$ cat config.mk
export PLATFORM = sky130hd
export DESIGN_NAME = hazard_pipe_ctrl
export DESIGN_NICKNAME = d
export VERILOG_FILES = /design/src/rtl/hazard_pipe_ctrl.sv
export SDC_FILE = /design/constraint.sdc
export NUM_CORES = 1
export LEC_CHECK = 0
export ABC_AREA = 1
export ABC_CLOCK_PERIOD_IN_PS = 3700
export BUFFER_PORTS_ARGS = -buffer_cell sky130_fd_sc_hd__buf_2
export CORE_MARGIN = 5
export CORE_UTILIZATION = 40
export DETAILED_ROUTE_END_ITERATION = 6
export GPL_TIMING_DRIVEN = 0
export PLACE_DENSITY = 0.75
export SLEW_MARGIN = 20
export SYNTH_ARGS = -nofsm -noshare
export SYNTH_HDL_FRONTEND = slang
export SYNTH_SLANG_ARGS = --single-unit
$ cat constraint.sdc
create_clock -name clk -period 3.7 [get_ports clk]
set_input_delay 0.74 -clock clk [delete_from_list [all_inputs] [get_ports clk]]
set_output_delay 0.74 -clock clk [all_outputs]
set_load 0.02 [all_outputs]
$ cat src/rtl/hazard_pipe_ctrl.sv
// hazard_pipe_ctrl: stall/flush sequencer for the 5-stage MIPS32 pipeline.
// Generates PC/F-D enables and D-E/E-M clears from load-use, branch-compare
// and mult/div hazards. Sequences ERET behind in-flight CP0 writes, and
// handles M-stage exception flushes.
// Optional feature macro: HAZARD_PERF_CNT_EN adds stallCycles/flushCount.
module hazard_pipe_ctrl #(
  parameter int MULT_LAT = 5,
  parameter int DIV_LAT  = 10,
  parameter int CNT_W    = 4
) (
  input  logic       clk,
  input  logic       reset,
  input  logic [4:0] rsD,
  input  logic [4:0] rtD,
  input  logic       useRsD,
  input  logic       useRtD,
  input  logic       branchD,
  input  logic       mdUseD,
  input  logic       eretD,
  input  logic       regWriteE,
  input  logic       memReadE,
  input  logic [4:0] writeRegE,
  input  logic       regWriteM,
  input  logic       memReadM,
  input  logic [4:0] writeRegM,
  input  logic       mdStartE,
  input  logic       mdIsDivE,
  input  logic       cp0WriteE,
  input  logic       cp0WriteM,
  input  logic       excM,
`ifdef HAZARD_PERF_CNT_EN
  output logic [31:0] stallCycles,
  output logic [15:0] flushCount,
`endif
  output logic       enPC,
  output logic       enFD,
  output logic       clrDE,
  output logic       clrEM,
  output logic       eretSelF,
  output logic       excSelF,
  output logic       mdBusy,
  output logic       mdAbort
);

  typedef enum logic [1:0] {RUN, ERET_HOLD, ERET_GO} state_t;

  state_t           state_q, state_d;
  logic [CNT_W-1:0] md_cnt_q, md_cnt_d;

  // Hazard detection; $0 is never a real producer, so it never matches.
  logic e_nz, m_nz;
  logic e_rs, e_rt, m_rs, m_rt;
  logic load_use, br_haz, md_stall, other_stall, stall_d;

  assign e_nz = (writeRegE != 5'd0);
  assign m_nz = (writeRegM != 5'd0);
  assign e_rs = e_nz & (rsD == writeRegE);
  assign e_rt = e_nz & (rtD == writeRegE);
  assign m_rs = m_nz & (rsD == writeRegM);
  assign m_rt = m_nz & (rtD == writeRegM);

  assign load_use    = memReadE & regWriteE & ((useRsD & e_rs) | (useRtD & e_rt));
  assign br_haz      = branchD & ((regWriteE & (e_rs | e_rt)) |
                                  (memReadM  & (m_rs | m_rt)));
  assign mdBusy      = (md_cnt_q != '0);
  assign md_stall    = mdUseD & (mdBusy | mdStartE);
  assign other_stall = load_use | br_haz | md_stall;
  assign stall_d     = other_stall | (state_q == ERET_HOLD) |
                       ((state_q == RUN) & eretD);

  // ERET sequencing; an exception always drops back to RUN.
  always_comb begin
    state_d = state_q;
    case (state_q)
      RUN:       if (eretD & ~other_stall)
                   state_d = (cp0WriteE | cp0WriteM) ? ERET_HOLD : ERET_GO;
      ERET_HOLD: if (~cp0WriteE & ~cp0WriteM) state_d = ERET_GO;
      ERET_GO:   state_d = RUN;
      default:   state_d = RUN;
    endcase
    if (excM) state_d = RUN;
  end

  // Mult/div busy counter: load on issue, count down, flush on exception.
  always_comb begin
    md_cnt_d = md_cnt_q;
    if (excM)
      md_cnt_d = '0;
    else if (mdStartE)
      md_cnt_d = mdIsDivE ? CNT_W'(DIV_LAT) : CNT_W'(MULT_LAT);
    else if (md_cnt_q != '0)
      md_cnt_d = md_cnt_q - 1'b1;
  end

  // State and counter registers.
  always_ff @(posedge clk) begin
    if (reset) begin
      state_q  <= RUN;
      md_cnt_q <= '0;
    end else begin
      state_q  <= state_d;
      md_cnt_q <= md_cnt_d;
    end
  end

  // Pipeline control outputs, exception > ERET_GO > stall > normal.
  always_comb begin
    enPC     = 1'b1;
    enFD     = 1'b1;
    clrDE    = 1'b0;
    clrEM    = 1'b0;
    eretSelF = 1'b0;
    excSelF  = 1'b0;
    mdAbort  = 1'b0;
    if (excM) begin
      clrDE   = 1'b1;
      clrEM   = 1'b1;
      excSelF = 1'b1;
      mdAbort = 1'b1;
    end else if (state_q == ERET_GO) begin
      eretSelF = 1'b1;
    end else if (stall_d) begin
      enPC  = 1'b0;
      enFD  = 1'b0;
      clrDE = 1'b1;
    end
  end

`ifdef HAZARD_PERF_CNT_EN
  logic [31:0] stall_cycles_q, stall_cycles_d;
  logic [15:0] flush_count_q, flush_count_d;

  // Event counters; both wrap naturally.
  always_comb begin
    stall_cycles_d = stall_cycles_q + {31'd0, (stall_d & ~excM)};
    flush_count_d  = flush_count_q + {15'd0, excM};
  end

  // Event counter registers.
  always_ff @(posedge clk) begin
    if (reset) begin
      stall_cycles_q <= '0;
      flush_count_q  <= '0;
    end else begin
      stall_cycles_q <= stall_cycles_d;
      flush_count_q  <= flush_count_d;
    end
  end

  assign stallCycles = stall_cycles_q;
  assign flushCount  = flush_count_q;
`endif

endmodule

==> results.txt, run 1 <==
Status - finished clean
Site Rows - 16
Async SR Flop Fraction - 0
Area share of the largest cell type after synthesis - 0.264
Lkg Pwr - 0.661 nW
Reg-to-reg endpoint - state_q[1]$_SDFFE_PP0P_
Max stage delay cell, worst path - nor3_1
Die X - 55.4 um
First-pass GRT wire length - 3.82 mm
Antenna violations before repair - 0
DRT Pass-1 Iters - 4
Antenna diode count - 0
RSZ-0062 raised after global routing - no
Cts hold-fix bufs - 0
Vias per cell - 4.52
Routed wire per std cell - 9.26 um
Unique masters post-synth - 21
Worst Clk Skew - 7.67 ps
Most frequent cell on the critical path - nand2_1
Actual slew at the worst max-slew pin - 301 ps
WS Path Type - input port to output port
Hold crit path type - flop to flop
H-tree levels - 1
R2R Setup Slk - 2340 ps
Routed vias - 1013
Final setup violation count - 0
CTS-repair resized insts - 0
Hold Path End - state_q[0]$_SDFFE_PP0P_
Ports - 44
Max-slew headroom - 0.799
Mapped Cells - 152
IO buf count - 42
Footprint of the multi-input gates - 571 um2
# DRC - 0
Initial core utilization - 0.421
Clock sink count - 6
GRT overflow - 0
Dpl hpwl - 1.83 mm
Register area - 120 um2
GP Congestion - 0.869
Clk_lat worst skew - 250 ps
VDD IR-drop max - 0.197 mV
Fmax - 0.363 GHz
Post-Syn Area - 826 um2
Synth area leader - nand2_1
CP Capture Type - output port
PD cells - 230 nW/um2
Max Root-Sink Buffers - 2
Routed WL - 2.08 mm
Yosys warns - 0
Max-slew violations - 0
Most common cell in the netlist - nand2_1
Total CTS buffers - 3
CP cell instances - buf_2 -> nor3_1 -> nand3_1 -> nand2_1 -> nor2_1 -> a21oi_4 -> nand2_1 -> nand2_1 -> nand2_1 -> nand2_1 -> buf_4 -> buf_2
Final-report hold violation count - 0
Syn Area/Cell - 5.43 um2
Max-cap violations - 0
Required @ worst endpoint - 2960 ps
EDFF count, synth - 0
Setup TNS - 0 ps
Final cell count without fillers - 224
Overall routing resource usage - 0.146
Die footprint - 3070 um2
Nets@finish - 237
Post-synthesis register bit count - 6
Vias in the first global route - 988
Clk slew on worst S/H paths - 40 ps
Hold WS - 483 ps
Hold path depth - 2
Data arrival, critical path - 2010 ps
DP Cell Count - 221
Reg-to-Reg Start - md_cnt_q[0]$_SDFFE_PP0N_
Die Ht - 55.4 um
Area growth syn-to-layout - 32.3%
Post-synth top cells - 58 x nand2_1, 24 x inv_1, 12 x nor2_1
Area contributors post-synth - nand2_1 26%, dfxtp_1 15%, inv_1 11%
Worst reg2reg path depth - 10
CTS tree - yes
Core region area - 1960 um2
Fillers - 231
Main synth FF type - dfxtp_1
Period utilization - 0.744
Worst path max stage delay - 240 ps
Type of origin of the critical path - input port
Seq/Total Area, Yosys - 0.145
Design Power - 0.251 mW
Hold path startpoint - state_q[0]$_SDFFE_PP0P_
Share of layout cells above drive strength 1 - 0.320
Final critical-path required period - 2750 ps
Post-synth net total - 190
Pin count of the biggest net entering global routing - 7
CP max FO - 4
Root buf cell - clkbuf_4
Post-CTS Setup Bufs - 0
DRT iter0 DRCs - 10
Detail Route Antenna Nets - 0
[cell families after synthesis]
family                   Yosys count  share of synthesized area
AND/OR/NAND/NOR                   92                      0.482
buffers and inverters             32                      0.164
XOR/XNOR                           7                     0.0742
flip-flops                         6                      0.145
AO/OA/AOI/OAI                     13                      0.105
adder cells (fa/ha/maj)            2                     0.0303
[worst max-delay path by stage]
stage                             from    to  slack, ps
after CTS                 writeRegE[2]  enPC        940
after floorplan           writeRegE[2]  enPC       1180
after global placement    writeRegE[2]  enPC        950
after detailed placement  writeRegE[2]  enPC        960
after global routing      writeRegE[0]  enPC        810
final                     writeRegE[2]  enPC        950
[worst max-delay path, delay by kind of cell]
family	cells	cell delay (ps)
and+or+nand+nor	8	740
buffers and inverters	3	370
AOI/OAI and AO/OA	1	150
[metal layers]
layer	up-vias	share of wire	routed length (um)	track usage
li1	552	-	-	-
met1	438	0.39	814	0.141
met2	23	0.56	1170	0.294
met3	0	0.044	92	0.0466
met4	0	0	0	0.0313
met5	-	0	0	0
[report_power, final]
group | leakage (nW) | internal (mW) | total, mW | switching, mW
combinational | 0.598 | 0.0497 | 0.118 | 0.0682
clock | 0.0138 | 0.0368 | 0.0618 | 0.0250
sequential | 0.0490 | 0.0685 | 0.0712 | 0.00267
[stage by stage]
stage / worst slack, ps / utilization / cell area, um2
CTS: 943 / 0.557 / 1090
floorplan: 1180 / - / 826
finish: 947 / 0.557 / 1090
global route: 809 / 0.557 / 1090
global placement: 951 / 0.545 / 1070
detailed placement: 956 / 0.545 / 1070
[placed cells by master (no fill, tap or decap), drive strengths merged]
cell type,n
nand4,3
dfxtp,6
nand3,8
nand2,61
o21ai,5
inv,28
a2111oi,1
a21oi,7
xnor2,5
buf,46
ha,2
nor3,3
clkbuf,3
nand3b,1
nor2,16
xor2,2
[layout make-up]
| cell class | count | area share |
|---|---|---|
| Clock buffer | 3 | 0.0206 |
| Inverter | 28 | 0.0962 |
| Timing Repair Buffer | 42 | 0.192 |
| Multi-Input combinational cell | 114 | 0.522 |
| Sequential cell | 6 | 0.110 |
| Buffer | 4 | 0.0275 |
| Tap cell | 27 | 0.0309 |
[state kept, by name, indices dropped and copies added (netlist names)]
name      flops
md_cnt_q      4
state_q       2
(Power assumes the default switching activity.)
==> run 2, diff against run 1 <==
ABC_CLOCK_PERIOD_IN_PS = 2500   (was 3700)
PLACE_DENSITY = 0.77   (was 0.75)
clock period = 2.5 ns   (was 3.7 ns; I/O delays follow)
==> run 2 against run 1 <==
Clock-buffer cell count unchanged. Combinational power increased by 51%. Wire length increased by 7.2%. Largest power group unchanged.
==> results.txt, run 2 (synthesis gave the netlist of run 1 again) <==
H-tree levels - 1 (unchanged)
Die footprint - 3070 um2 (unchanged)
Max-cap violations - 0 (unchanged)
Biggest regs - md_cnt_q (4), state_q (2)
Root buf cell - clkbuf_4
Detail Route Antenna Nets - 0 (unchanged)
Final critical-path required period - 2350 ps
Clk slew on worst S/H paths - 50 ps (about the same)
Core region area - 1960 um2 (unchanged)
DRT iter0 DRCs - 20 (+10)
PD cells - 346 nW/um2 (+51%)
Antenna violations before repair - 0 (unchanged)
GP Congestion - 0.826 (-5.0%)
Final setup violation count - 0 (unchanged)
Routed WL - 2.23 mm (+7.2%)
Total CTS buffers - 3 (unchanged)
First-pass GRT wire length - 3.51 mm (-7.9%)
IO buf count - 42 (unchanged)
CP max FO - 5 (+1)
Antenna diode count - 0 (unchanged)
Final core utilization - 0.557 (unchanged)
Routed wire per std cell - 9.93 um (+7.2%)
Post-route setup slack - 153 ps (-794 ps)
Worst path max stage delay - 330 ps (+90 ps)
CP cell instances - inv_2 -> ha_1 -> nand2_2 -> nor2_4 -> inv_2 -> nand2_2 -> inv_2 -> a21oi_4 -> nand2_1 -> nand2_1 -> nand2_1 -> nand2_1 -> buf_4 -> buf_2
Final-report hold violation count - 0 (unchanged)
Pin count of the biggest net entering global routing - 7 (unchanged)
Status - finished clean
Setup TNS - 0 ps (unchanged)
Commonest non-fill, non-tap cell in the layout - nand2_1
Share of layout cells above drive strength 1 - 0.325 (+0.00508)
Data arrival, critical path - 1850 ps (-160 ps)
VDD IR-drop max - 0.253 mV (+29%)
Fmax - 0.426 GHz
Place WS - 203 ps (-753 ps)
CP Capture Type - output port
Overall routing resource usage - 0.141 (-0.00534)
CTS tree - yes
Hold crit path type - flop to flop
Crit path max-delay family - simple AND/OR/NAND/NOR gates
Vias in the first global route - 913 (-7.6%)
Clock sink count - 6 (unchanged)
Actual slew at the worst max-slew pin - 319 ps (+18.4 ps)
# DRC - 0 (unchanged)
Max-slew violations - 0 (unchanged)
Worst Clk Skew - 4.15 ps (-3.52 ps)
Die Ht - 55.4 um (unchanged)
RSZ-0062 raised after global routing - no
Most frequent cell on the critical path - nand2_1
DRT Pass-1 Iters - 4 (unchanged)
Required @ worst endpoint - 2000 ps (-960 ps)
Lkg Pwr - 0.661 nW (about the same)
Period utilization - 0.939
Max stage delay cell, worst path - dfxtp_1
Max reg flops - 4 (unchanged)
Post-CTS Setup Bufs - 0 (unchanged)
Initial core utilization - 0.421 (unchanged)
Die X - 55.4 um (unchanged)
Most flops, register - md_cnt_q
Nets@finish - 237 (unchanged)
Dpl hpwl - 1.94 mm (+6.1%)
WS Path Type - flop to output port
Max Root-Sink Buffers - 2 (unchanged)
Clk_lat worst skew - 250 ps (about the same)
Crit path buffers/inverters - 5 (+2)
Commonest cells after routing, fill and taps aside - 58 x nand2_1, 42 x buf_2, 23 x inv_1
Routed vias - 1042 (+2.9%)
Cts hold-fix bufs - 0 (unchanged)
Site Rows - 16 (unchanged)
GRT overflow - 0 (unchanged)
Vias per cell - 4.65 (+2.9%)
Ports - 44 (unchanged)
Area growth syn-to-layout - 32.3% (unchanged)
Type of origin of the critical path - flop
Max-slew headroom - 0.787 (-0.0119)
-- run 2: cell types whose count changed in the layout (fill, tap and decap cells not counted) --
cell / change
inv_2: +1
inv_1: -1
-- run 2: final cells by class --
| type | count | area (um2) |
|---|---|---|
| fill | 217 | 870 |
| multi-input combinational | 114 | 571 |
| timing repair buffer | 42 | 210 |
| sequential | 6 | 120 |
| inverter | 28 | 105 |
| tap | 27 | 33.8 |
| buffer | 4 | 30.0 |
| clock buffer | 3 | 22.5 |
-- run 2: tightest hold or removal path: cells and delay by family (launching register included) --
kind | cells | cell delay [ps]
AOI/OAI and AO/OA | 1 | 60
buffers and inverters | 1 | 70
DFF | 1 | 310
-- run 2: repair_timing --
action,4_1_cts,5_1_grt
resized for setup,0,1
setup endpoints to repair,0,1
hold endpoints to repair,0,0
-- run 2: routing by layer --
metal | wire (um) | global-route usage | vias up
met4 | 47 | 0.0833 | 0
li1 | - | - | 549
met3 | 146 | 0.0210 | 4
met1 | 850 | 0.144 | 449
met2 | 1180 | 0.265 | 40
met5 | 0 | 0 | -
-- run 2: metrics by stage --
| step | total power, mW | hold slack, ps | area, um2 | cells |
|---|---|---|---|---|
| finish | 0.378 | 486 | 1090 | 224 |
| floorplan | 0.220 | 456 | 826 | 152 |
| detailed placement | 0.284 | 483 | 1070 | 221 |
| CTS | 0.379 | 489 | 1090 | 224 |
| global placement | 0.278 | 470 | 1070 | 221 |
| global route | 0.406 | 515 | 1090 | 224 |
-- run 2: final timing paths --
| path | cells past startpoint | end | from | slack [ps] |
|---|---|---|---|---|
| setup reg to reg | 10 | state_q[0]$_SDFFE_PP0P_ | md_cnt_q[0]$_SDFFE_PP0N_ | 1150 |
| setup / recovery | 14 | enPC | md_cnt_q[0]$_SDFFE_PP0N_ | 150 |
| hold / removal | 2 | state_q[0]$_SDFFE_PP0P_ | state_q[0]$_SDFFE_PP0P_ | 490 |
| hold reg to reg | 2 | state_q[0]$_SDFFE_PP0P_ | state_q[0]$_SDFFE_PP0P_ | 490 |
-- run 2: where the power goes --
part / internal, mW / switching [mW] / total [mW]
Combinational: 0.0740 / 0.104 / 0.178
Sequential: 0.101 / 0.00414 / 0.105
Clock: 0.0546 / 0.0394 / 0.0940
Total: 0.230 / 0.148 / 0.378
